**config.mk**
```make
export PLATFORM = sky130hd
export DESIGN_NAME = parity_stream
export DESIGN_NICKNAME = d
export VERILOG_FILES = /design/src/rtl/parity_pkg.sv /design/src/rtl/word_parity.sv /design/src/rtl/parity_stream.sv
export SDC_FILE = /design/constraint.sdc
export NUM_CORES = 1
export LEC_CHECK = 0
export CAP_MARGIN = 20
export CELL_PAD_IN_SITES_DETAIL_PLACEMENT = 0
export CELL_PAD_IN_SITES_GLOBAL_PLACEMENT = 1
export CORE_AREA = 2 2 74 76
export DETAILED_ROUTE_END_ITERATION = 10
export DIE_AREA = 0 0 76 78
export PLACE_DENSITY = 0.87
export SYNTH_ARGS = -nofsm -noshare
export SYNTH_HDL_FRONTEND = slang
export SYNTH_HIERARCHICAL = 1
export SYNTH_SLANG_ARGS = --single-unit
```
**constraint.sdc**
```tcl
create_clock -name clk -period 2.9 [get_ports clk]
set_input_delay 0.58 -clock clk [delete_from_list [all_inputs] [get_ports clk]]
set_output_delay 0.58 -clock clk [all_outputs]
set_load 0.005 [all_outputs]
```
**src/rtl/parity_pkg.sv**
```systemverilog
// Shared types and constants for the streaming parity generator/checker.
package parity_pkg;

    typedef enum logic [1:0] {
        IDLE   = 2'd0,
        ACCUM  = 2'd1,
        RESULT = 2'd2
    } state_t;

    localparam logic MODE_EVEN = 1'b0;
    localparam logic MODE_ODD  = 1'b1;

endpackage

```
**src/rtl/word_parity.sv**
```systemverilog
// Combinational XOR reduce of a single data beat.
module word_parity #(
    parameter int WORDSIZE = 8
) (
    input  logic [WORDSIZE-1:0] data,
    output logic                parity
);

    assign parity = ^data;

endmodule

```
**src/rtl/parity_stream.sv**
```systemverilog
// Streaming parity generator/checker: accumulates parity over a packet of beats,
// checks it against the parity bit carried on the last beat and counts errors.
module parity_stream
    import parity_pkg::*;
#(
    parameter int WORDSIZE = 8,
    parameter int LEN_W    = 8,
    parameter int CNT_W    = 16
) (
    input  logic                clk,
    input  logic                rst,
    input  logic                odd_mode,
    input  logic                in_valid,
    output logic                in_ready,
    input  logic [WORDSIZE-1:0] in_data,
    input  logic                in_last,
    input  logic                in_parity,
    output logic                out_valid,
    input  logic                out_ready,
    output logic                out_parity,
    output logic                out_error,
    output logic [LEN_W-1:0]    out_len,
    output logic [CNT_W-1:0]    err_count
);

    logic beat_par;

    word_parity #(.WORDSIZE(WORDSIZE)) u_word_parity (
        .data   (in_data),
        .parity (beat_par)
    );

    state_t           state_reg, state_next;
    logic             acc_reg, acc_next;
    logic             mode_reg, mode_next;
    logic [LEN_W-1:0] len_reg, len_next;
    logic             out_parity_reg, out_parity_next;
    logic             out_error_reg, out_error_next;
    logic [LEN_W-1:0] out_len_reg, out_len_next;
    logic [CNT_W-1:0] err_count_reg, err_count_next;
    logic             accept;
    logic             finish;
    logic             final_par;

    assign in_ready   = (state_reg != RESULT);
    assign accept     = in_valid && in_ready;
    assign out_valid  = (state_reg == RESULT);
    assign out_parity = out_parity_reg;
    assign out_error  = out_error_reg;
    assign out_len    = out_len_reg;
    assign err_count  = err_count_reg;

    always_comb begin
        state_next      = state_reg;
        acc_next        = acc_reg;
        mode_next       = mode_reg;
        len_next        = len_reg;
        out_parity_next = out_parity_reg;
        out_error_next  = out_error_reg;
        out_len_next    = out_len_reg;
        err_count_next  = err_count_reg;
        finish          = 1'b0;
        final_par       = 1'b0;

        case (state_reg)
            IDLE: begin
                if (accept) begin
                    mode_next  = odd_mode ? MODE_ODD : MODE_EVEN;
                    acc_next   = beat_par;
                    len_next   = LEN_W'(1);
                    state_next = ACCUM;
                    finish     = in_last;
                end
            end
            ACCUM: begin
                if (accept) begin
                    acc_next = acc_reg ^ beat_par;
                    len_next = (&len_reg) ? len_reg : len_reg + LEN_W'(1);
                    finish   = in_last;
                end
            end
            RESULT: begin
                if (out_ready) begin
                    state_next = IDLE;
                end
            end
            default: state_next = IDLE;
        endcase

        // The result is built from the *next* accumulator/length so the last beat counts.
        if (finish) begin
            final_par       = acc_next ^ mode_next;
            out_parity_next = final_par;
            out_error_next  = (final_par != in_parity);
            out_len_next    = len_next;
            state_next      = RESULT;
            if ((final_par != in_parity) && !(&err_count_reg)) begin
                err_count_next = err_count_reg + CNT_W'(1);
            end
        end
    end

    always_ff @(posedge clk or posedge rst) begin
        if (rst) begin
            state_reg      <= IDLE;
            acc_reg        <= 1'b0;
            mode_reg       <= MODE_EVEN;
            len_reg        <= '0;
            out_parity_reg <= 1'b0;
            out_error_reg  <= 1'b0;
            out_len_reg    <= '0;
            err_count_reg  <= '0;
        end else begin
            state_reg      <= state_next;
            acc_reg        <= acc_next;
            mode_reg       <= mode_next;
            len_reg        <= len_next;
            out_parity_reg <= out_parity_next;
            out_error_reg  <= out_error_next;
            out_len_reg    <= out_len_next;
            err_count_reg  <= err_count_next;
        end
    end

endmodule

```
==> impl_metrics.csv <==
group,metric,value,unit
layout,fin_cells,306,
worst_setup_path,cp-start-kind,"input pin",
route,vias_per_cell,4.94,
placed_design,place.gp.congestion,0.809,
route,wl,4.04,mm
placed_design,dp_cells,298,
power_and_ir_drop,comb_power_share,0.291,
timing,finalWorstSetupSlack,152,ps
placed_design,dp_hpwl,2.97,mm
floorplanning,initial_core_util,0.378,
logic_synthesis,synth_area,1900,µm²
logic_synthesis,synth_area_per_cell,10.6,µm²
route,drc,0,
layout,utilization,0.514,
logic_synthesis,synth-main-ff-cell,"dfrtp_1",
power_and_ir_drop,clkPwrFrac,0.278,
logic_synthesis,ys_warn_count,6,
logic_synthesis,synth_nets,196,
logic_synthesis,synthArstFlopShare,1.00,
layout,final_area,2590,µm²
global_route,grt_pass1_wl,7.11,mm
timing,min_period_over_period,0.948,
floorplanning,core,5040,µm²
power_and_ir_drop,power,1.59,mW
global_route,antenna_found_initial,0,
worst_setup_path,worst-endpoint-required,3080,ps
clock_tree,clock-sinks,38,
power_and_ir_drop,switchingPower,0.443,mW
clock_tree,cts.reportedPaths.clkPinSlew,70,ps
layout,num_antenna_cells,0,
clock_tree,cts_root_buf,"clkbuf_8",
power_and_ir_drop,intPower,1.15,mW
clock_tree,clockBufferDepth,2,
clock_tree,cts_made_buffers,5,
layout,drive_gt1_frac,0.153,
logic_synthesis,synthDistinctLibCells,39,
logic_synthesis,synth_seq_cells,38,
logic_synthesis,synth_edf_count,0,
route,initialDrtViolationCount,68,
clock_tree,cts_tree,"done",
floorplanning,die_h,78,µm
placed_design,port_buffers,42,
global_route,grt_max_degree,39,
timing,fin_skew,4.87,ps
clock_tree,hold_buffers,0,
layout,seq_area,951,µm²
layout,fill_cells,461,
worst_setup_path,worstPathMaxFanout,5,
clock_tree,htreeDepth,2,
timing,slew_headroom,0.676,
route,num_vias,1513,
power_and_ir_drop,power_density,615,nW/µm²
layout,fin_nets,252,
timing,setup_viol,0,
power_and_ir_drop,switching_share,0.278,
logic_synthesis,syn_inst,179,
worst_setup_path,path_class,"in2reg",
logic_synthesis,yosysSeqAreaShare,0.499,
power_and_ir_drop,vdd_drop_max,0.335,mV
power_and_ir_drop,p_leak,1.14,nW
route,dr.pass1.iters,4,
job,cap_violations,0,
route,wl_per_cell,13.2,µm
floorplanning,dieArea,5930,µm²
outcome,status,"completed",
layout,largest_register_ffs,16,
power_and_ir_drop,power_frac_seq,0.431,
clock_tree,post_cts_buffers,0,
worst_setup_path,arrival,2930,ps
worst_setup_path,r2r_setup_slack,710,ps
timing,maxSlewViolCount,0,
layout,areaGrowthSynthToFinish,36.0,%
route,ant_nets,0,
timing,layout_min_cycle_time,2750,ps
placed_design,post-place-ws,-494,ps
placed_design,place_area,2470,µm²
clock_tree,worstSkewPairLatency,290,ps
floorplanning,boundaryPins,43,
global_route,grt_pass1_vias,1547,
global_route,grt_usage,0.152,
timing,rsz0062_at_grt,"false",
worst_setup_path,crit_path_end_kind,"flip-flop",
hold_path,hp-class,"reg2reg",
layout,multi_input_area,915,µm²
timing,hold_viol_final,0,
global_route,grt-ovfl-total,0,
floorplanning,rows,26,
timing,worst_pin_slew,485,ps
clock_tree,cts.repair.resized,14,
timing,timing.fmax,364,MHz
floorplanning,die_w,76,µm
worst paths after layout:
kind | to | from | cells past startpoint
setup / recovery | err_count[1] | in_data[4] | 10
hold / removal | out_len[1] | out_len[1] | 2
setup reg to reg | err_count[1] | state_reg[1] | 8
hold reg to reg | out_len[1] | out_len[1] | 2
max in group asynchronous | out_len[2] | rst | 3
min in group asynchronous | len_reg[4] | rst | 3
cell families after synthesis:
group,after synthesis,share of synthesized area
multiplexers,13,0.0742
AO/OA/AOI/OAI,20,0.0723
buffers and inverters,9,0.0283
AND/OR/NAND/NOR,74,0.207
flip-flops,38,0.499
adder cells (fa/ha/maj),2,0.0131
XOR/XNOR,23,0.106
power groups by stage:
stage	registers [mW]	logic [mW]	clock network, mW
2_1_floorplan	0.688	0.230	0
3_3_place_gp	0.694	0.443	0
3_5_place_dp	0.698	0.451	0
4_1_cts	0.688	0.469	0.457
5_1_grt	0.700	0.518	0.479
6_report	0.687	0.464	0.443
cell usage after synthesis (2+ instances only):
master	count	area (µm²)
dfrtp_1	38	951
xor2_1	3	26.3
nor3_1	4	20.0
mux2i_1	4	40.0
ha_1	2	25.0
inv_1	2	7.51
xnor2_1	20	175
nand3_1	7	35.0
and2_1	3	18.8
mux2_2	9	101
or2b_1	2	15.0
and3_1	9	56.3
nand2_1	24	90.1
nand4_1	8	50.1
a21oi_1	5	25.0
o21ai_0	6	30.0
clkbuf_1	3	11.3
buf_6	2	22.5
nor2_1	6	22.5
nand2b_1	2	12.5
and4_1	2	17.5
layer usage:
metal / up-vias / GRT usage / wire length (µm) / part of all wire
met5: - / 0 / 0 / 0
li1: 744 / - / - / -
met3: 9 / 0.0372 / 167 / 0.041
met4: 0 / 0.0855 / 111 / 0.028
met1: 726 / 0.182 / 1850 / 0.46
met2: 34 / 0.251 / 1910 / 0.47
cell usage in the layout, fill, tap and decap left out, types with 2 or more instances in the layout:
cell and instances:
inv_1 2, clkdlybuf4s50_1 34, nand4_1 8, nand2b_1 2, clkbuf_8 5, ha_1 2
and3_1 9, o21ai_0 6, a21oi_1 5, nor3_1 4, dfrtp_1 38, nand3_1 7
or2b_1 2, buf_6 2, mux2_2 8, and2_1 2, xnor2_1 20, clkbuf_1 2
dlygate4sd2_1 8, nor2_1 6, buf_4 12, nand2_1 23, xor2_1 3, mux2i_1 4
and4_1 2
critical path: stages:
cell	delay (ps)
dlygate4sd2_1	240
xnor2_1	180
xnor2_1	100
xnor2_1	290
xor2_1	200
nor2_2	60
or4_4	550
a211oi_4	270
buf_6	160
mux2_4	290
through the flow:
stage	hold WS, ps	setup TNS, ps
after global placement	465	-5390
after detailed placement	469	-6060
after global routing	521	0
after CTS	486	0
after floorplan	463	0
final	479	0
layout make-up:
| type | count | area share |
|---|---|---|
| Sequential cell | 38 | 0.367 |
| Inverter | 2 | 0.00290 |
| Clock buffer | 7 | 0.0295 |
| Clock inverter | 1 | 0.0116 |
| Multi-Input combinational cell | 132 | 0.353 |
| Tap cell | 70 | 0.0338 |
| Timing Repair Buffer | 56 | 0.202 |
(Power assumes the default switching activity.)
